## src/rtl/pwm_deadtime_gen_pkg.sv

```systemverilog
// -----------------------------------------------------------------------------
// pwm_deadtime_gen_pkg
// Shared definitions for the PWM dead-time generator:
//   PWM_DT_BITS_DEFAULT : default dead-band counter width. The carrier
//                         generator configuration uses the same value.
//   state_e             : FSM state encoding (3-bit).
// -----------------------------------------------------------------------------
package pwm_deadtime_gen_pkg;

  localparam int PWM_DT_BITS_DEFAULT = 8;

  typedef enum logic [2:0] {
    ST_IDLE    = 3'd0,
    ST_DT_TO_H = 3'd1,
    ST_HIGH    = 3'd2,
    ST_DT_TO_L = 3'd3,
    ST_LOW     = 3'd4,
    ST_FAULT   = 3'd5
  } state_e;

endpackage : pwm_deadtime_gen_pkg

```

## src/rtl/pwm_deadtime_gen_if.sv

```systemverilog
// -----------------------------------------------------------------------------
// pwm_deadtime_gen_if
// Control and gate-drive bundle of the dead-time generator.
//   En         : 1 = drive outputs, 0 = both outputs off
//   PwmIn      : registered single-ended PWM from the comparator
//   DeadTime   : dead-band length in Clk cycles (0 = no dead band)
//   Fault      : fault request, level, highest priority
//   FaultClr   : clears the latched fault once Fault is low
//   OutH/OutL  : complementary high-/low-side gate drive
//   FaultLatch : 1 while the generator is held in fault shutdown
// Modports: master = stimulus/controller side, slave = generator side.
// -----------------------------------------------------------------------------
interface pwm_deadtime_gen_if
  import pwm_deadtime_gen_pkg::*;
#(
  parameter int DT_BITS = PWM_DT_BITS_DEFAULT
);

  logic               En;
  logic               PwmIn;
  logic [DT_BITS-1:0] DeadTime;
  logic               Fault;
  logic               FaultClr;
  logic               OutH;
  logic               OutL;
  logic               FaultLatch;

  modport master (
    output En, PwmIn, DeadTime, Fault, FaultClr,
    input  OutH, OutL, FaultLatch
  );

  modport slave (
    input  En, PwmIn, DeadTime, Fault, FaultClr,
    output OutH, OutL, FaultLatch
  );

endinterface : pwm_deadtime_gen_if

```

## src/rtl/pwm_deadband_counter.sv

```systemverilog
// -----------------------------------------------------------------------------
// pwm_deadband_counter
// Down-counter timing one dead band.
//   Clk     : clock
//   Rst     : asynchronous reset, active-low (count -> 0)
//   Load    : load LoadVal (has priority over Dec)
//   LoadVal : value loaded on Load
//   Dec     : decrement by one
//   Zero    : count == 0 (combinational from the count register)
// -----------------------------------------------------------------------------
module pwm_deadband_counter
  import pwm_deadtime_gen_pkg::*;
#(
  parameter int DT_BITS = PWM_DT_BITS_DEFAULT
) (
  input  logic               Clk,
  input  logic               Rst,
  input  logic               Load,
  input  logic [DT_BITS-1:0] LoadVal,
  input  logic               Dec,
  output logic               Zero
);

  logic [DT_BITS-1:0] r_count;

  // NOTE: sequential state is written with non-blocking assignments only, so
  // every flop samples the pre-edge values of every other flop.
  always_ff @(posedge Clk or negedge Rst) begin
    if (!Rst) begin
      r_count <= '0;
    end else if (Load) begin
      r_count <= LoadVal;
    end else if (Dec) begin
      r_count <= r_count - DT_BITS'(1);
    end
  end

  assign Zero = (r_count == '0);

endmodule : pwm_deadband_counter

```

## src/rtl/pwm_deadtime_gen.sv

```systemverilog
// -----------------------------------------------------------------------------
// pwm_deadtime_gen
// Turns a single-ended PWM stream into a complementary high/low gate-drive
// pair with a programmable dead band at every edge, plus enable and a
// latched fault shutdown. Last digital stage before the power-stage pins.
//   Clk : system clock
//   Rst : asynchronous reset, active-low
//   io  : pwm_deadtime_gen_if.slave (En, PwmIn, DeadTime, Fault, FaultClr in;
//         OutH, OutL, FaultLatch out, all outputs registered)
// Outputs are decoded from the next state and registered at the same edge as
// the state, so OutH/OutL are mutually exclusive by construction.
// -----------------------------------------------------------------------------
module pwm_deadtime_gen
  import pwm_deadtime_gen_pkg::*;
#(
  parameter int DT_BITS = PWM_DT_BITS_DEFAULT
) (
  input  logic                Clk,
  input  logic                Rst,
  pwm_deadtime_gen_if.slave   io
);

  state_e             r_state;
  state_e             w_next;
  logic               r_out_h;
  logic               r_out_l;
  logic               r_fault_latch;

  logic               w_load;
  logic               w_dec;
  logic               w_zero;
  logic               w_go_h;
  logic               w_go_l;
  logic               w_dt_zero;
  logic [DT_BITS-1:0] w_load_val;

  assign w_dt_zero  = (io.DeadTime == '0);
  // The band lasts DeadTime edges: the entry edge plus DeadTime-1 counts.
  assign w_load_val = io.DeadTime - DT_BITS'(1);

  pwm_deadband_counter #(
    .DT_BITS (DT_BITS)
  ) u_counter (
    .Clk     (Clk),
    .Rst     (Rst),
    .Load    (w_load),
    .LoadVal (w_load_val),
    .Dec     (w_dec),
    .Zero    (w_zero)
  );

  // NOTE: every signal driven here gets a default before any branch, so no
  // path leaves a value unassigned and no latch is inferred.
  always_comb begin
    w_next = r_state;
    w_load = 1'b0;
    w_dec  = 1'b0;
    w_go_h = 1'b0;
    w_go_l = 1'b0;

    if (io.Fault) begin
      w_next = ST_FAULT;
    end else if (r_state == ST_FAULT) begin
      // Fault is already known low on this path.
      if (io.FaultClr) w_next = ST_IDLE;
    end else if (!io.En) begin
      w_next = ST_IDLE;
    end else begin
      unique case (r_state)
        ST_IDLE: begin
          if (io.PwmIn) w_go_h = 1'b1;
          else          w_go_l = 1'b1;
        end
        ST_LOW: begin
          if (io.PwmIn) w_go_h = 1'b1;
        end
        ST_HIGH: begin
          if (!io.PwmIn) w_go_l = 1'b1;
        end
        ST_DT_TO_H: begin
          // Aborting back to LOW is safe: OutH was never asserted.
          if (!io.PwmIn)   w_next = ST_LOW;
          else if (w_zero) w_next = ST_HIGH;
          else             w_dec  = 1'b1;
        end
        ST_DT_TO_L: begin
          if (io.PwmIn)    w_next = ST_HIGH;
          else if (w_zero) w_next = ST_LOW;
          else             w_dec  = 1'b1;
        end
        default: w_next = ST_IDLE;
      endcase

      // A zero dead band skips the dead state and switches on the same edge.
      if (w_go_h) begin
        w_next = w_dt_zero ? ST_HIGH : ST_DT_TO_H;
        w_load = !w_dt_zero;
      end else if (w_go_l) begin
        w_next = w_dt_zero ? ST_LOW : ST_DT_TO_L;
        w_load = !w_dt_zero;
      end
    end
  end

  // NOTE: only control/state flops exist here and all take the async reset;
  // the fault latch is deliberately lost on reset.
  always_ff @(posedge Clk or negedge Rst) begin
    if (!Rst) begin
      r_state       <= ST_IDLE;
      r_out_h       <= 1'b0;
      r_out_l       <= 1'b0;
      r_fault_latch <= 1'b0;
    end else begin
      r_state       <= w_next;
      r_out_h       <= (w_next == ST_HIGH);
      r_out_l       <= (w_next == ST_LOW);
      r_fault_latch <= (w_next == ST_FAULT);
    end
  end

  assign io.OutH       = r_out_h;
  assign io.OutL       = r_out_l;
  assign io.FaultLatch = r_fault_latch;

endmodule : pwm_deadtime_gen

```

## src/flat_wrapper.sv

```systemverilog
// flat-port wrapper written by rule: the top's interface ports become plain ports
module pwm_deadtime_gen_flat import pwm_deadtime_gen_pkg::*;
#(
  parameter int DT_BITS = PWM_DT_BITS_DEFAULT
)
  (Clk, Rst, io_En, io_PwmIn, io_DeadTime, io_Fault, io_FaultClr, io_OutH, io_OutL, io_FaultLatch);
  pwm_deadtime_gen_if #(.DT_BITS(DT_BITS)) io_i ();
  input  logic Clk;
  input  logic Rst;
  input wire logic [$bits(io_i.En)-1:0] io_En;
  input wire logic [$bits(io_i.PwmIn)-1:0] io_PwmIn;
  input wire logic [$bits(io_i.DeadTime)-1:0] io_DeadTime;
  input wire logic [$bits(io_i.Fault)-1:0] io_Fault;
  input wire logic [$bits(io_i.FaultClr)-1:0] io_FaultClr;
  output wire logic [$bits(io_i.OutH)-1:0] io_OutH;
  output wire logic [$bits(io_i.OutL)-1:0] io_OutL;
  output wire logic [$bits(io_i.FaultLatch)-1:0] io_FaultLatch;
  assign io_i.En = io_En;
  assign io_i.PwmIn = io_PwmIn;
  assign io_i.DeadTime = io_DeadTime;
  assign io_i.Fault = io_Fault;
  assign io_i.FaultClr = io_FaultClr;
  assign io_OutH = io_i.OutH;
  assign io_OutL = io_i.OutL;
  assign io_FaultLatch = io_i.FaultLatch;
  pwm_deadtime_gen #(.DT_BITS(DT_BITS)) u_core (.Clk(Clk), .Rst(Rst), .io(io_i));
endmodule
```

## config.mk

```make
export PLATFORM = sky130hd
export DESIGN_NAME = pwm_deadtime_gen_flat
export DESIGN_NICKNAME = d
export VERILOG_FILES = /design/src/rtl/pwm_deadtime_gen_pkg.sv /design/src/rtl/pwm_deadtime_gen_if.sv /design/src/rtl/pwm_deadband_counter.sv /design/src/rtl/pwm_deadtime_gen.sv /design/src/flat_wrapper.sv
export SDC_FILE = /design/constraint.sdc
export NUM_CORES = 1
export LEC_CHECK = 0
export CAP_MARGIN = 20
export CORE_MARGIN = 4
export CORE_UTILIZATION = 44
export DETAILED_ROUTE_END_ITERATION = 12
export PLACE_DENSITY_LB_ADDON = 0.08
export SYNTH_ARGS = -nofsm -noshare
export SYNTH_HDL_FRONTEND = slang
export SYNTH_SLANG_ARGS = --single-unit
export TNS_END_PERCENT = 50
```

## constraint.sdc

```tcl
create_clock -name Clk -period 9.7 [get_ports Clk]
set_clock_uncertainty 0.2 [all_clocks]
set_input_delay 2.91 -clock Clk [delete_from_list [all_inputs] [get_ports Clk]]
set_output_delay 2.91 -clock Clk [all_outputs]
set_load 0.01 [all_outputs]
```

==> results.py <==
metrics = {
    "clock_tree": {
        "post-cts-setup-buffers": 0,
        "cts_hold_buf": 0,
        "root_buffer": "clkbuf_4",
        "ctsHtreeMaxLevel": 1,
        "post_cts_resized": 0,
        "worstSkewPairLatency_ns": 0.29,
        "numCtsBuffers": 3,
        "cts_tree": "done",
        "clk_path_buf_depth": 2,
        "clock-sinks": 14,
        "cts.clk_slew.worst_paths_ns": 0.10,
    },
    "timing": {
        "rsz0062_at_grt": "no",
        "setup_viol": 0,
        "finalHoldWorstSlack_ns": 0.3479,
        "post-route-period-util_pct": 64.00,
        "worst_slack_ns": 3.492,
        "fmax_mhz": 161.1,
        "finalCriticalPeriod_ns": 6.208,
        "finalHoldViolations": 0,
        "slew_headroom_pct": 56.38,
        "slew_viol_final": 0,
        "setup_tns_ns": 0,
        "worst_pin_slew_ns": 0.6523,
    },
    "layout": {
        "drive_gt1_share_pct": 15.13,
        "area_growth_pct": 21.34,
        "finalNonFillerCells": 147,
        "post-route-util_pct": 55.85,
        "fillers": 195,
        "fin_nets": 135,
        "antenna_cells": 0,
    },
    "worst_setup_path": {
        "worst_ep_arrival_time_ns": 6.25,
        "crit_type": "input port to flop",
        "r2r_end": "u_core.u_counter.r_count[6]$_DFFE_PN0P_",
        "cpPeakStageDelay_ns": 0.58,
        "critPathLaunchType": "input port",
        "crit_required_ns": 9.74,
        "endpoint_kind": "flop",
        "path_delay_family": "simple AND/OR/NAND/NOR gates",
        "r2r_setup_slack_ns": 6.30,
        "crit_slowest_cell": "clkdlybuf4s50_1",
        "crit_buf_inv": 1,
        "path_cells": "clkdlybuf4s50_1 -> mux2_4 -> a311oi_4 -> nand2_2 -> mux2i_1 -> ha_1 -> or3b_1 -> or3_1 -> a211oi_1 -> a211o_1 -> o221a_2",
        "rr_worst_depth": 10,
        "path_max_fanout": 11,
        "r2r_start": "u_core.r_state[1]$_DFF_PN0_",
    },
    "placement": {
        "port_buffers": 16,
        "dp_hpwl_mm": 1.750,
        "gp_congestion": 0.8409,
        "numPlacedInstances": 143,
        "place_ws_ns": 3.205,
    },
    "worst_hold_path": {
        "hold_end": "u_core.u_counter.r_count[1]$_DFFE_PN0P_",
        "worstHoldStart": "u_core.u_counter.r_count[1]$_DFFE_PN0P_",
        "min_path_cells": 2,
        "hold_class": "flop to flop",
    },
    "floorplanning": {
        "die_y_um": 55.88,
        "io-pin-count": 17,
        "coreArea_sq_um": 2191,
        "initial_core_util_pct": 46.03,
        "die_width_um": 55.88,
        "rows": 17,
        "dieArea_sq_um": 3122,
    },
    "routing": {
        "first_pass_iters": 4,
        "routed_wl_mm": 2.227,
        "drc": 0,
        "vias": 879,
        "viasPerCell": 5.980,
        "antenna_left": 0,
        "wl_per_cell_um": 15.15,
        "drt_iter0_markers": 18,
    },
    "logic_synthesis": {
        "synth.avg_cell_area_sq_um": 9.985,
        "post-synth-top-count-cell": "dfrtp_1",
        "synth_common_cells": "14 x dfrtp_1, 6 x a21oi_1, 6 x nand2_1",
        "syn_nets": 116,
        "synth_ff_type": "dfrtp_1",
        "synth-seq-area-share_pct": 34.74,
        "synth_area_leader_cell": "dfrtp_1",
        "async_reset_ff_share_pct": 100.0,
        "netlist.area_leader.share_pct": 34.74,
        "yosys-top-cells-area": "dfrtp_1 35%, a211oi_1 3.7%, a21oi_1 3.0%",
        "synth_cells": 101,
        "yosysUniqueCellTypes": 47,
        "synth-edff-count": 0,
        "yosys_warnings": 0,
        "synth_area_sq_um": 1008,
        "ys_ff_latch": 14,
    },
    "global_routing": {
        "grt_first_pass_wirelength_mm": 3.657,
        "grt_max_degree": 15,
        "grt_pass1_vias": 789,
        "grt_overflow_total": 0,
        "grt_usage_pct": 14.64,
        "antenna_found_initial": 0,
    },
    "outcome": {
        "outcome": "finished, final reports clean",
    },
    "power": {
        "pwr-share-seq_pct": 42.5,
        "p_leak_nw": 0.4594,
        "p_per_area_nw_per_um2": 176.8,
        "clkPwrFrac_pct": 19.9,
        "p_sw_mw": 0.08119,
        "swShare_pct": 37.52,
        "power.internal_mw": 0.1352,
        "comb_power_share_pct": 37.6,
        "vdd_drop_max_mv": 0.1481,
    },
    "flow_run": {
        "cap_violations": 0,
    },
}
-- routing by layer --
layer	track usage, %	wire length, um	up-vias
met3	4.640	100	2
met4	2.712	14	0
met5	0	0	-
met1	20.20	1047	413
li1	-	-	444
met2	22.64	1064	20
-- kinds of logic after synthesis --
kind of cell	synth area share, %
fa+ha+maj	1.240
xor+xnor	1.737
mux	5.583
compound gates	29.78
flops	34.74
buf+inv	3.474
simple gates	23.45
-- through the flow --
stage	instance area, sq um	total power, mW
CTS	1224	0.2174
global placement	1187	0.1739
detailed placement	1187	0.1734
finish	1224	0.2164
floorplan	1008	0.1463
global route	1224	0.2331
-- placed cells by master, fill, tap and decap left out, types with 3 or more instances in the layout --
cell	instances
clkdlybuf4s50_1	16
dfrtp_1	14
nand2_1	6
a21oi_1	6
inv_1	5
nor2_1	5
a211oi_1	5
nor3_1	4
or3_1	3
nor4_1	3
mux2i_1	3
clkbuf_4	3
-- flip-flops by register name, indices dropped and copies added, names as in the netlist --
signal,flops
u_core.u_counter.r_count,8
u_core.io.OutH,1
u_core.r_state,3
u_core.io.OutL,1
u_core.io.FaultLatch,1
-- area by class of cell --
cell class	instances	area, sq um	area share [%]
Clock buffer	4	36.28	2.965
Inverter	5	18.77	1.534
Multi-Input combinational cell	80	623.1	50.92
Sequential cell	14	350.3	28.63
Tap cell	28	35.03	2.863
Timing Repair Buffer	16	160.2	13.09
-- worst min-delay path, delay by kind of cell (launching register included) --
family	cells	cell delay (ns)
flops	1	0.39
simple gates	1	0.06
compound gates	1	0.06
-- power groups by stage --
stage	clock network, mW	registers [mW]	logic, mW
final	0.0430	0.0920	0.0813
after global routing	0.0477	0.0951	0.0902
after CTS	0.0447	0.0916	0.0811
after detailed placement	0	0.0929	0.0805
after global placement	0	0.0927	0.0812
after floorplan	0	0.0880	0.0582
-- how the worst max path moves through the flow --
stage | end | depth (start not counted) | start | slack (ns)
floorplan | u_core.u_counter.r_count[6]$_DFFE_PN0P_ | 11 | io_PwmIn | 4.01
global placement | u_core.u_counter.r_count[6]$_DFFE_PN0P_ | 11 | io_PwmIn | 3.25
detailed placement | u_core.u_counter.r_count[6]$_DFFE_PN0P_ | 11 | io_PwmIn | 3.20
CTS | u_core.u_counter.r_count[6]$_DFFE_PN0P_ | 11 | io_PwmIn | 3.51
global route | u_core.u_counter.r_count[6]$_DFFE_PN0P_ | 11 | io_PwmIn | 3.24
finish | u_core.u_counter.r_count[6]$_DFFE_PN0P_ | 11 | io_PwmIn | 3.49
(Power assumes the default switching activity.)
